### src/rtl/lc3_regfile.sv
// lc3_regfile: LC-3 general-purpose register file with NZP condition codes
// and a handshaked debug dump channel that streams R0..R7 to display logic.
//
// Ports:
//   Clk, Reset          clock and synchronous active-high reset
//   ld_reg, dr, bus_in  write port (R[dr] <= bus_in)
//   ir, sr1_sel         source selects: SR1 = ir[11:9] or ir[8:6], SR2 = ir[2:0]
//   sr1_out, sr2_out    combinational read data (optionally bypassed)
//   ld_cc, nzp          condition-code load and registered {N,Z,P}
//   dump_req/valid/ready/idx/data/busy/done   debug dump channel
module lc3_regfile #(
  parameter int unsigned DATA_W = 16,
  parameter bit          BYPASS = 1'b1
) (
  input  logic              Clk,
  input  logic              Reset,
  input  logic              ld_reg,
  input  logic [2:0]        dr,
  input  logic [DATA_W-1:0] bus_in,
  input  logic [15:0]       ir,
  input  logic              sr1_sel,
  output logic [DATA_W-1:0] sr1_out,
  output logic [DATA_W-1:0] sr2_out,
  input  logic              ld_cc,
  output logic [2:0]        nzp,
  input  logic              dump_req,
  output logic              dump_valid,
  input  logic              dump_ready,
  output logic [2:0]        dump_idx,
  output logic [DATA_W-1:0] dump_data,
  output logic              dump_busy,
  output logic              dump_done
);

  localparam int unsigned NUM_REGS = 8;
  localparam int unsigned IDX_W    = 3;

  typedef enum logic [1:0] {
    S_IDLE = 2'd0,
    S_SEND = 2'd1,
    S_DONE = 2'd2
  } dump_state_t;

  logic [DATA_W-1:0] r_regs [NUM_REGS];
  logic [2:0]        r_nzp;
  dump_state_t       r_state;
  logic [IDX_W-1:0]  r_dump_idx;
  logic              r_dump_valid;
  logic              r_dump_busy;
  logic              r_dump_done;

  logic [IDX_W-1:0]  w_sr1_idx;
  logic [IDX_W-1:0]  w_sr2_idx;
  logic [2:0]        w_nzp_next;
  logic              w_unused_ir;

  // Opcode and the ir[5:3] field are decoded elsewhere.
  assign w_unused_ir = ^{ir[15:12], ir[5:3]};

  // Source register selection.
  assign w_sr1_idx = sr1_sel ? ir[8:6] : ir[11:9];
  assign w_sr2_idx = ir[2:0];

  // Reads: array mux, with same-cycle forwarding of a matching write when enabled.
  assign sr1_out = (BYPASS && ld_reg && (dr == w_sr1_idx)) ? bus_in : r_regs[w_sr1_idx];
  assign sr2_out = (BYPASS && ld_reg && (dr == w_sr2_idx)) ? bus_in : r_regs[w_sr2_idx];

  // Register array write port.
  always_ff @(posedge Clk) begin
    if (Reset) begin
      for (int i = 0; i < int'(NUM_REGS); i++) begin
        r_regs[i] <= '0;
      end
    end else if (ld_reg) begin
      r_regs[dr] <= bus_in;
    end
  end

  // Condition-code encode: sign first, then zero, otherwise positive.
  always_comb begin
    w_nzp_next = 3'b001;
    if (bus_in[DATA_W-1]) begin
      w_nzp_next = 3'b100;
    end else if (bus_in == '0) begin
      w_nzp_next = 3'b010;
    end
  end

  // Condition-code register.
  always_ff @(posedge Clk) begin
    if (Reset) begin
      r_nzp <= 3'b010;
    end else if (ld_cc) begin
      r_nzp <= w_nzp_next;
    end
  end

  assign nzp = r_nzp;

  // Dump FSM: walks R0..R7 under valid/ready, then a one-cycle DONE pulse.
  always_ff @(posedge Clk) begin
    if (Reset) begin
      r_state      <= S_IDLE;
      r_dump_idx   <= '0;
      r_dump_valid <= 1'b0;
      r_dump_busy  <= 1'b0;
      r_dump_done  <= 1'b0;
    end else begin
      r_dump_done <= 1'b0;
      case (r_state)
        S_IDLE: begin
          if (dump_req) begin
            r_state      <= S_SEND;
            r_dump_idx   <= '0;
            r_dump_valid <= 1'b1;
            r_dump_busy  <= 1'b1;
          end
        end
        S_SEND: begin
          if (r_dump_valid && dump_ready) begin
            if (r_dump_idx == IDX_W'(NUM_REGS - 1)) begin
              r_state      <= S_DONE;
              r_dump_idx   <= '0;
              r_dump_valid <= 1'b0;
              r_dump_busy  <= 1'b0;
              r_dump_done  <= 1'b1;
            end else begin
              r_dump_idx <= r_dump_idx + IDX_W'(1);
            end
          end
        end
        S_DONE: begin
          r_state <= S_IDLE;
        end
        default: begin
          r_state      <= S_IDLE;
          r_dump_idx   <= '0;
          r_dump_valid <= 1'b0;
          r_dump_busy  <= 1'b0;
        end
      endcase
    end
  end

  assign dump_valid = r_dump_valid;
  assign dump_idx   = r_dump_idx;
  assign dump_busy  = r_dump_busy;
  assign dump_done  = r_dump_done;
  // Dump data tracks the array directly, never the bypass path.
  assign dump_data  = r_regs[r_dump_idx];

endmodule

### config.mk
export PLATFORM = sky130hd
export DESIGN_NAME = lc3_regfile
export DESIGN_NICKNAME = d
export VERILOG_FILES = /design/src/rtl/lc3_regfile.sv
export SDC_FILE = /design/constraint.sdc
export NUM_CORES = 1
export LEC_CHECK = 0
export CAP_MARGIN = 20
export CORE_MARGIN = 8
export CORE_UTILIZATION = 36
export DETAILED_ROUTE_END_ITERATION = 16
export PLACE_DENSITY = 0.66
export SLEW_MARGIN = 20
export SYNTH_ARGS = -nofsm -noshare
export SYNTH_HDL_FRONTEND = slang
export SYNTH_SLANG_ARGS = --single-unit
export TNS_END_PERCENT = 50
### constraint.sdc
create_clock -name Clk -period 1.85 [get_ports Clk]
set_input_delay 0.185 -clock Clk [delete_from_list [all_inputs] [get_ports Clk]]
set_output_delay 0.185 -clock Clk [all_outputs]
set_load 0.01 [all_outputs]
Yosys cells after proc, flatten, opt, wreduce, memory -nomap -nowiden
Memories as Yosys holds them, arrays and structs flattened. A register that Yosys moved wholly into a read port is not among the register bits.
Cells that the tools add are included.
Cells by class
  multiplexer cells: 28
  eq/ne operators: 8
  reduce and logical (&&, ||, !) cells: 10
  $add $sub $neg: 1
  bitwise logic cells: 3
Operator list (number)
  $mux 16: 3
  $mux 3: 8
  $logic_not 16->1: 1
  $reduce_or 16->1: 1
  $mux 1: 10
  $pmux 3 s3: 1
  $mux 2: 4
  $eq 3x3->1: 2
  $ne 2x2->1 const B: 3
  $reduce_and 3->1: 2
  $pmux 2 s2: 1
  $reduce_and 4->1: 1
  $add 3x1->3 const B: 1
  $eq 3x3->1 const B: 1
  $logic_and 1x1->1: 3
  $not 1->1: 3
  $pmux 1 s3: 1
  $reduce_or 3->1: 1
  $eq 2x1->1 const B: 1
  $eq 2x2->1 const B: 1
  $logic_not 2->1: 1
Word-level totals
  RAM bits: 128
  input port bits: 42
  output and inout bits: 57
  flip-flop bits (word level): 10
  memories kept: 1
Memories
  r_regs: words 8, width 16, read ports 3, clocked after Yosys merged registers in 1, write ports 8, line 44  | logic [DATA_W-1:0] r_regs [NUM_REGS];

Logic depth before layout (Yosys ltp)
Gate-level depths: netlist (run 1).
  depth after elaboration: 6
  mapped depth: 9
  depth with buffers taken out: 5

Worst setup path before layout (run 1)
OpenSTA, ideal clock, no wires.
  kind: reg-to-output
  from: reg (tool-made name)
  to: out dump_data[15]
  required time: 1665 ps
  slack: 43 ps
  stages on the path, launching flop included: 5
  arrival time: 1622 ps
  path through: dfxtp_1 clkbuf_1 buf_2 mux4_2 mux2_2
RTL lines
  to (decl): line 30  | output logic [DATA_W-1:0] dump_data,

==> metrics.txt, run 1 <==
Critical Path RT=1.66 ns; # clock sinks=between 100 and 150; vias per cell=between 5 and 6; status=complete, but fails checks; area grow syn2layout=43.88%; endpoints failing setup=48; post-route core utilization=between 50% and 60%; power per cell area=757.0 nW/µm²; Setup CP Type=reg2out; 1st-iter DRT viols=approximately 900; row count=57; Cell variety after synth=48; R2R Setup Slk=slightly above 0.3 ns; ys async rst share=0%; CP Max Fanout=5; Hold Buf Count CTS=0; Crit path top cell by count=buf_6; Ys Warns=0; part of the power in registers=between 40% and 50%; syn nets=~810; FILL cells=approximately 2000; CTS Root Cell=clkbuf_16; Remaining DRCs=0; Crit path arrival time=2.03 ns; synth top area cells=edfxtp_1, mux4_2, and2_1; area leader, netlist=edfxtp_1; Core Area=roughly 24000 µm²; first-pass GRT wire length=between 40 and 50 mm; Worst Hold Launch=dump_req; initial antenna violation count=0; CP top delay family=multiplexers; Final Hold Fails=0; worst slew pin tran=a little over 0.4 ns; Die Wd=~170 µm; drt total wl=around 33 mm; sw frac=27.44%; final max-slew violation count=0; Power Internal=between 6000 and 7000 µW; nets=1045; Buffers & Inverters on Critical Path=3; CP Capture Point=dump_data[13]; pin count of the biggest net entering global routing=33; post-synthesis sequential area ratio=between 40% and 50%; clk slew on worst S/H paths=0.06 ns; HP Class=in2reg; Post-Layout Inst Area=12680 µm²; CTS tree=built; syn avg cell area=11.46 µm²; Detail Placement HPWL=approximately 21 mm; post-synth top area share=a little over two fifths; total CTS buffers=17; GRT Util Overall=between 20% and 30%; ANT nets after route=0; Ant. Diodes=0; via count=~7700; RSZ-0062 raised after global routing=true; layout cell share with drive strength beyond 1=around two fifths; Post-Route Setup TNS=-9.730 ns; num ports=99; Setup WS post-layout=-0.3615 ns; Logic pwr share=between 20% and 30%; number of global-route vias before repair=around 8000; relative slew slack=between 70 and 80%; Max Root-Sink Buffers=2; Tmin final=about 2.2 ns; Area after DPL=11190 µm²; Highest Clock Rate=~450 MHz; failing checks=negative setup slack; I/O Buffers=91; EDFF count, synth=about 130; prevailing post-synth register cell=edfxtp_1; power share of the clock group=35.5%; clock skew=0.005892 ns; max incr delay on CP=~0.53 ns; Worst-Skew Late Latency=0.42 ns; cells after synthesis=769; First-pass DRT Iterations=5; max_cap viols=0; critical path cell sequence=buf_6 > buf_12 > mux4_2 > mux2_4 > buf_6; CP max-delay cell=mux4_2; static leakage=around 0.0050 µW; period utilization=119.5%; grt ovf=0; H-tree depth=4; wire per inst=24.31 µm; maximum VDD drop=between 0.6 and 0.7 mV; reg2reg path depth=4; CP Launch Type=flop; endpoint class of the critical path=output pin; die area=between 20000 and 30000 µm²; Die H=between 150 and 200 µm; Tot Pwr=just under 10000 µW; final hold slack=0.3892 ns; Reg-to-Reg Start=dump_idx[0]$_SDFFE_PP0N_; routability-driven placement congestion ratio=0.8549; critical path depth=5; area of the mapped netlist=8816 µm²; flops & latches, synth=around 140; initial core utilization=around 36%; net switching power=approximately 2600 µW
[repair_timing]
item | CTS | global route
gates cloned | 11 | 1
setup endpoints to repair | 48 | 71
pin swaps | 61 | 39
resized for setup | 287 | 59
setup buffers | 31 | 21
[cell families after synthesis]
logic type	share of synthesized area, %
flops	46.55
xor+xnor	0.8091
buf+inv	3.846
compound gates	4.485
simple gates	21.44
fa+ha+maj	0.2838
mux	22.58
[per-layer routing]
layer	wire, µm	vias up	GRT usage (%)
met5	0	-	0
met4	2029	0	14.13
met3	2576	128	4.292
met2	16130	473	37.65
met1	11790	3766	25.42
li1	-	3307	-
[registers in the layout (all words and copies together), names as in the netlist, named ones only]
signal	flops
r_regs	128
dump_idx	3
nzp	3
r_state	2
dump_busy	1
dump_done	1
[tightest hold or removal path, cell delays in order]
cell	delay, ns
clkdlybuf4s50_1	0.43
nand2_1	0.09
a21oi_1	0.06
[worst min-delay path by stage]
stage / cells past startpoint / slack [ns] / end
after floorplan: 2 / 0.34 / nzp[2]$_SDFFE_PP0P_
after global placement: 2 / 0.46 / nzp[0]$_SDFFE_PP0P_
after detailed placement: 2 / 0.48 / nzp[0]$_SDFFE_PP0P_
after CTS: 3 / 0.37 / dump_busy$_SDFFE_PP0P_
after global routing: 3 / 0.41 / dump_busy$_SDFFE_PP0P_
final: 3 / 0.39 / dump_busy$_SDFFE_PP0P_
[metrics by stage]
| step | worst slack, ns | std cells |
|---|---|---|
| final | -0.3615 | 1338 |
| after global routing | -0.3924 | 1338 |
| after CTS | -0.3882 | 1324 |
| after detailed placement | -0.8660 | 1251 |
| after global placement | -0.8372 | 1251 |
| after floorplan | 0.04329 | 769 |
[power by group through the flow]
stage	combinational (µW)	sequential (µW)	clock, µW
finish	2350	3840	3410
CTS	2230	3830	3440
global placement	2020	3880	0
global route	2470	3850	3570
detailed placement	2030	3890	0
floorplan	978	3830	0
[synth_stat cells, types with 4 or more instances]
library cell / number
nand3_1: 31
nand2_1: 127
inv_1: 4
nand4_1: 17
nand2b_1: 6
a32oi_1: 15
mux4_2: 64
buf_6: 4
and2_1: 128
or2_2: 9
dfxtp_1: 13
o21ai_0: 5
mux2_2: 16
buf_2: 13
mux2i_1: 34
edfxtp_1: 128
nor4_1: 4
clkbuf_1: 49
nor2_1: 35
a21oi_1: 22
[layout make-up]
cell class              count  area, µm²  share of cell area (%)
clock buffers              21      493.0                   3.886
clock inverters            11      100.1                  0.7891
inverters                   4      15.01                  0.1184
multi-input cells         553       4651                   36.66
flip-flops and latches    141       4108                   32.38
well taps                 324      405.4                   3.196
repair buffers            284       2913                   22.96
[layout by cell type (no fill, tap or decap), types with 5 or more instances in the layout]
cell,count
buf_4,138
and2_1,128
edfxtp_1,128
nand2_1,112
mux4_2,64
buf_6,38
nor2_1,34
buf_12,32
nand3_1,31
clkdlybuf4s50_1,30
mux2i_1,24
buf_2,23
clkbuf_16,20
nand4_1,17
mux2_4,17
a21oi_1,14
a32oi_1,13
nand2_2,12
dfxtp_1,12
or2_2,9
a21oi_2,8
buf_16,8
mux2i_2,7
nand2b_1,6
dlygate4sd2_1,6
o21ai_0,5
No activity file was read; power rests on OpenSTA's default activity.
==> run 2: changes to the inputs <==
Settings changed: ABC_AREA from default to 1.
==> run 2 against run 1 <==
  * Combinational power is 12% higher
  * Critical endpoint is now dump_data[0]
  * Synthesized area rose by 6.3%
  * Core utilization is 4.1 points lower
  * The flow still finishes with violations (negative setup slack)
  * Global-route usage rose by 1.9 points
  * Register-to-register slack improved by 0.32 ns
  * Worst setup slack improved by 0.27 ns
  * Clock skew decreased by 0.0024 ns
  * Sequential cell count is the same
==> metrics.txt, run 2 <==
max FFs per register=128 (unchanged); Post-Route Setup TNS=-0.7148 ns (+9.015 ns); initial core utilization=36.29% (-0.18 points); Crit path arrival time=1.76 ns (-0.27 ns); nets=1466 (+40%); most common cell after layout, fill and taps aside=nand3_1; prevailing post-synth register cell=edfxtp_1; flops & latches, synth=141 (unchanged); Die Wd=177.4 µm (+2.8%); cells after synthesis=1267 (+65%); Post-Layout Inst Area=12490 µm² (-1.5%); Post-synth top cells=nand3_1, nand2_1, inv_1; HP Class=in2reg; endpoints failing setup=17 (-65%); total CTS buffers=17 (unchanged); Ant. Diodes=0 (unchanged); R2R Setup Slk=0.63 ns (+0.32 ns); drt total wl=38.27 mm (+18%); static leakage=0.005458 µW (+9.8%); wire per inst=21.62 µm (-11%); CP Launch Type=flop; Critical Path RT=1.66 ns (about the same); Cell variety after synth=29 (-40%); vias per cell=5.749 (+0.23%); die area=31460 µm² (+5.7%); Worst Hold Launch=dump_ready; Max Root-Sink Buffers=2 (unchanged); clock skew=0.003476 ns (-0.002416 ns); area grow syn2layout=33.26%; endpoint class of the critical path=output pin; Most flops, register=r_regs; H-tree depth=4 (unchanged); number of global-route vias before repair=9823 (+24%); Setup WS post-layout=-0.09459 ns (+0.2670 ns); RSZ-0062 raised after global routing=true; period utilization=105.1% (-14 points); status=complete, but fails checks; pin count of the biggest net entering global routing=49 (+48%); 1st-iter DRT viols=1326 (+45%); final max-slew violation count=0 (unchanged); Core Area=25840 µm² (+6.9%); Remaining DRCs=0 (unchanged); grt ovf=0 (unchanged); Detail Placement HPWL=25.27 mm (+21%); relative slew slack=78.59% (+6.4 points); Tmin final=1.945 ns (-0.2670 ns); Area after DPL=11440 µm² (+2.3%); Highest Clock Rate=514.2 MHz (+14%); CTS tree=built; area of the mapped netlist=9375 µm² (+6.3%); Ys Warns=0 (unchanged); Hold Buf Count CTS=0 (unchanged); Worst-Skew Late Latency=0.42 ns (about the same); num ports=99 (unchanged); first-pass GRT wire length=57.35 mm (+19%); EDFF count, synth=128 (unchanged); ANT nets after route=0 (unchanged); reg2reg path depth=7 (+3); maximum VDD drop=0.5870 mV (-4.7%); # clock sinks=141 (unchanged); hold path endpoint=r_state[1]$_SDFFE_PP0P_; syn avg cell area=7.400 µm² (-35%); routability-driven placement congestion ratio=0.9705 (+14%); FILL cells=2428 (+22%); synth top area cells=edfxtp_1, nand3_1, nand2_1; post-synth top area share=41.00% (-2.6 points); max_cap viols=0 (unchanged); Setup CP Type=reg2out; most frequent cells in the layout=nand3_1, nand2_1, nor2_1; reg2reg end=dump_busy$_SDFFE_PP0P_; clk slew on worst S/H paths=0.06 ns (about the same); initial antenna violation count=0 (unchanged); post-synthesis sequential area ratio=43.77% (-2.8 points); failing checks=negative setup slack; worst slew pin tran=0.3211 ns (-0.09437 ns); GRT Util Overall=24.14% (+1.9 points); via count=10180 (+33%); CP Max Fanout=11 (+6); layout cell share with drive strength beyond 1=22.02% (-19 points); Final Hold Fails=0 (unchanged); row count=59 (+3.5%); ys async rst share=0% (unchanged); most frequent cell after synthesis=nand3_1; CTS Root Cell=clkbuf_16; area leader, netlist=edfxtp_1; hold depth=3 (unchanged); I/O Buffers=91 (unchanged); Die H=177.4 µm (+2.8%); syn nets=1311 (+61%); power per cell area=788.2 nW/µm² (+4.1%); Reg-to-Reg Start=dump_idx[0]$_SDFFE_PP0N_; First-pass DRT Iterations=7 (+2)
run 2: critical path: stages, from the launching register on:
cell and delay [ns]:
dfxtp_4 0.45, inv_8 0.09, buf_12 0.16, a21oi_1 0.13, o21ai_1 0.08, nand3_1 0.10, o21a_1 0.18, buf_2 0.15
run 2: metrics by stage:
stage / hold slack, ns / instances / power [µW] / util [%] / setup WS (ns)
after global routing: 0.4307 / 1770 / 10170 / 48.35 / -0.1563
final: 0.4039 / 1770 / 9847 / 48.35 / -0.09459
after CTS: 0.4038 / 1767 / 9776 / 48.12 / -0.1036
after floorplan: 0.3366 / 1267 / 5046 / - / 0.1591
after global placement: 0.4578 / 1717 / 6246 / 44.28 / -0.6717
after detailed placement: 0.4679 / 1717 / 6263 / 44.28 / -0.6895
run 2: logic make-up (layout without fill, tap and decap cells):
family	after synthesis	in the layout	synth area share, %
and+or+nand+nor	597	597	28.92
DFF	141	141	43.77
xor gates and xnor gates	2	2	0.1869
buffers and inverters	259	427	11.25
adders and majority gates	2	2	0.2669
AOI/OAI and AO/OA	266	266	15.60
run 2: power by group:
group	total, µW	leakage (µW)	switching [µW]	internal (µW)
Sequential	3800	0.00133	129	3670
Clock	3400	0.000295	1390	2020
Combinational	2640	0.00383	1580	1060
Total	9850	0.00546	3100	6750
run 2: metal layers:
| metal | GRT usage (%) | share of wire [%] | vias to the layer above |
|---|---|---|---|
| met5 | 0 | 0 | - |
| met4 | 14.28 | 5.6 | 0 |
| met3 | 2.894 | 10 | 149 |
| met2 | 39.68 | 47 | 694 |
| met1 | 30.13 | 37 | 4726 |
| li1 | - | - | 4606 |
run 2: worst max path at each step:
stage,from,end,slack [ns]
after floorplan,Reset,r_regs[1][0]$_SDFFCE_PN0P_,0.16
after global placement,sr1_sel,sr1_out[5],-0.67
after detailed placement,sr1_sel,sr1_out[0],-0.69
after CTS,flop,dump_data[0],-0.10
after global routing,flop,dump_data[0],-0.16
final,flop,dump_data[0],-0.09
run 2: area by class of cell:
type | count | area [µm²] | area share, %
Multi-Input combinational cell | 867 | 4446 | 35.58
Sequential cell | 141 | 4109 | 32.89
Timing Repair Buffer | 227 | 2290 | 18.33
Inverter | 168 | 645.6 | 5.168
Clock buffer | 21 | 481.7 | 3.856
Tap cell | 335 | 419.2 | 3.355
Clock inverter | 11 | 102.6 | 0.8212
run 2: repair_timing:
| action | CTS | global route |
|---|---|---|
| resized for setup | 278 | 70 |
| gates cloned | 8 | 0 |
| pin swaps | 24 | 27 |
| setup endpoints to repair | 48 | 47 |
| setup buffers | 10 | 4 |
| hold endpoints to repair | 0 | 0 |
==> run 3: changes to the inputs <==
Settings changed: PLACE_DENSITY 0.66 to 0.64, SLEW_MARGIN 20 to default.
Clock period 1.85 ns to 2.1 ns, I/O delays scaled along.
==> run 3 against run 2 <==
  * The flow still finishes with violations (negative setup slack)
  * Final area is 2.6% lower
  * Die area stayed put
  * Clock power is 9.7% lower
  * Routed wire length is 0.13% higher
  * Critical path depth is 1 lower
  * Count of clock-buffer cells in the layout is 1 lower
  * Cell count is 1.4% lower
  * Non-clock buffer count is 25 lower
  * Clock skew is 0.0022 ns lower
  * Critical path type unchanged
==> metrics.txt, run 3 (same netlist as run 2, synthesis figures left out) <==
Die Wd=177.4 µm (unchanged); CTS Root Cell=clkbuf_16; Storage cell area=4109 µm² (unchanged); pre-CTS setup slack=-0.4734 ns (+0.2160 ns); Die H=177.4 µm (unchanged); ANT nets after route=0 (unchanged); Setup CP Type=reg2out; critical path cell sequence=buf_12 > a21oi_1 > o21ai_0 > nand2_1 > o21a_1 > dlygate4sd2_1; clk slew on worst S/H paths=0.06 ns (about the same); static leakage=0.005317 µW (-2.6%); relative slew slack=76.37% (-2.2 points); max_cap viols=0 (unchanged); Remaining DRCs=0 (unchanged); via count=10030 (-1.5%); I/O Buffers=91 (unchanged); num ports=99 (unchanged); GRT Util Overall=24.35% (+0.21 points); max FFs per register=128 (unchanged); Detail Placement HPWL=25.69 mm (+1.6%); most common cell after layout, fill and taps aside=nand3_1; total CTS buffers=17 (unchanged); CP Max Fanout=32 (+21); number of global-route vias before repair=9703 (-1.2%); final hold slack=0.4373 ns (+0.03335 ns); initial antenna violation count=0 (unchanged); FILL cells=2506 (+3.2%); wire per inst=21.96 µm (+1.6%); maximum VDD drop=0.4600 mV (-22%); max incr delay on CP=0.41 ns (-0.04 ns); post-route core utilization=47.10% (-1.3 points); die area=31460 µm² (unchanged); first-pass GRT wire length=57.97 mm (+1.1%); routability-driven placement congestion ratio=0.9650 (-0.57%); initial core utilization=36.29% (unchanged); vias per cell=5.746 (about the same); Tot Pwr=8571 µW (-13%); Final Hold Fails=0 (unchanged); failing checks=negative setup slack; Hold Buf Count CTS=0 (unchanged); clock skew=0.001322 ns (-0.002154 ns); Ant. Diodes=0 (unchanged); First-pass DRT Iterations=7 (unchanged); # clock sinks=141 (unchanged); Core Area=25840 µm² (unchanged); worst slew pin tran=0.3531 ns (+0.03202 ns); area grow syn2layout=29.80%; Worst-Skew Late Latency=0.43 ns (about the same); pin count of the biggest net entering global routing=62 (+27%); Tmin final=2.134 ns; Multi-input gate area=4302 µm² (-3.2%); period utilization=101.6%; final max-slew violation count=0 (unchanged); most frequent cells in the layout=nand3_1, nand2_1, inv_1; nets=1441 (-1.7%); CP max-delay cell=dfxtp_4; status=complete, but fails checks; H-tree depth=4 (unchanged); grt ovf=0 (unchanged); endpoint class of the critical path=output pin; endpoints failing setup=1 (-16); Highest Clock Rate=468.6 MHz; power per cell area=704.3 nW/µm² (-11%); CP Launch Type=flop; drt total wl=38.32 mm (+0.13%); CTS tree=built; HP Class=in2reg; Most flops, register=r_regs; Crit path arrival time=1.92 ns (+0.16 ns); Max Root-Sink Buffers=2 (unchanged); layout cell share with drive strength beyond 1=15.60% (-6.4 points); row count=59 (unchanged); RSZ-0062 raised after global routing=true; Critical Path RT=1.89 ns (+0.23 ns); Setup WS post-layout=-0.03396 ns (+0.06063 ns); 1st-iter DRT viols=1309 (-1.3%)
[run 3: area by class of cell]
class                   instances  share of cell area (%)
multi-input cells             867                   35.35
flip-flops and latches        141                   33.77
repair buffers                202                   17.30
inverters                     168                   5.264
clock buffers                  20                   4.113
well taps                     335                   3.444
clock inverters                12                  0.7608
[run 3: timing repair]
action,4_1_cts,5_1_grt
pin swaps,4,1
setup endpoints to repair,48,41
cloned,6,0
setup buffers,7,0
gates resized for setup,98,61
[run 3: metal layers]
metal  routed length [µm]  part of all wire [%]  global-route usage [%]
met5                    0                     0                       0
met2                17890                    47                   38.99
met4                 2093                   5.5                   14.62
met3                 4331                    11                   5.340
met1                14000                    37                   29.68
[run 3: report_power, final]
part           internal (µW)  leakage [µW]  switching, µW  total, µW
clock                   1750      0.000298           1320       3070
sequential              3230       0.00133            101       3340
combinational            836       0.00368           1330       2170
[run 3: critical path: cells and delay by family, from the launching register on]
kind / cells / cell delay [ns]
buffers and inverters: 2 / 0.49
DFF: 1 / 0.41
AOI/OAI and AO/OA: 3 / 0.40
and+or+nand+nor: 1 / 0.17
[run 3: through the flow]
stage / setup TNS, ns / area (µm²) / instances
3_5_place_dp: -12.20 / 11300 / 1700
6_report: -0.03396 / 12170 / 1745
5_1_grt: -0.1636 / 12170 / 1745
2_1_floorplan: 0 / 9375 / 1267
4_1_cts: -0.04990 / 12200 / 1745
3_3_place_gp: -12.00 / 11300 / 1700
[run 3: worst paths after layout]
check                                             from                  end  slack [ns]  cells after the start
worst max-delay path                              flop         dump_data[3]       -0.03                      6
worst min-delay path                             ld_cc  nzp[2]$_SDFFE_PP0P_        0.44                      3
worst max register to register  dump_busy$_SDFFE_PP0P_                 flop        0.83                      7
worst min register to register     nzp[0]$_SDFFE_PP0P_  nzp[0]$_SDFFE_PP0P_        0.47                      2
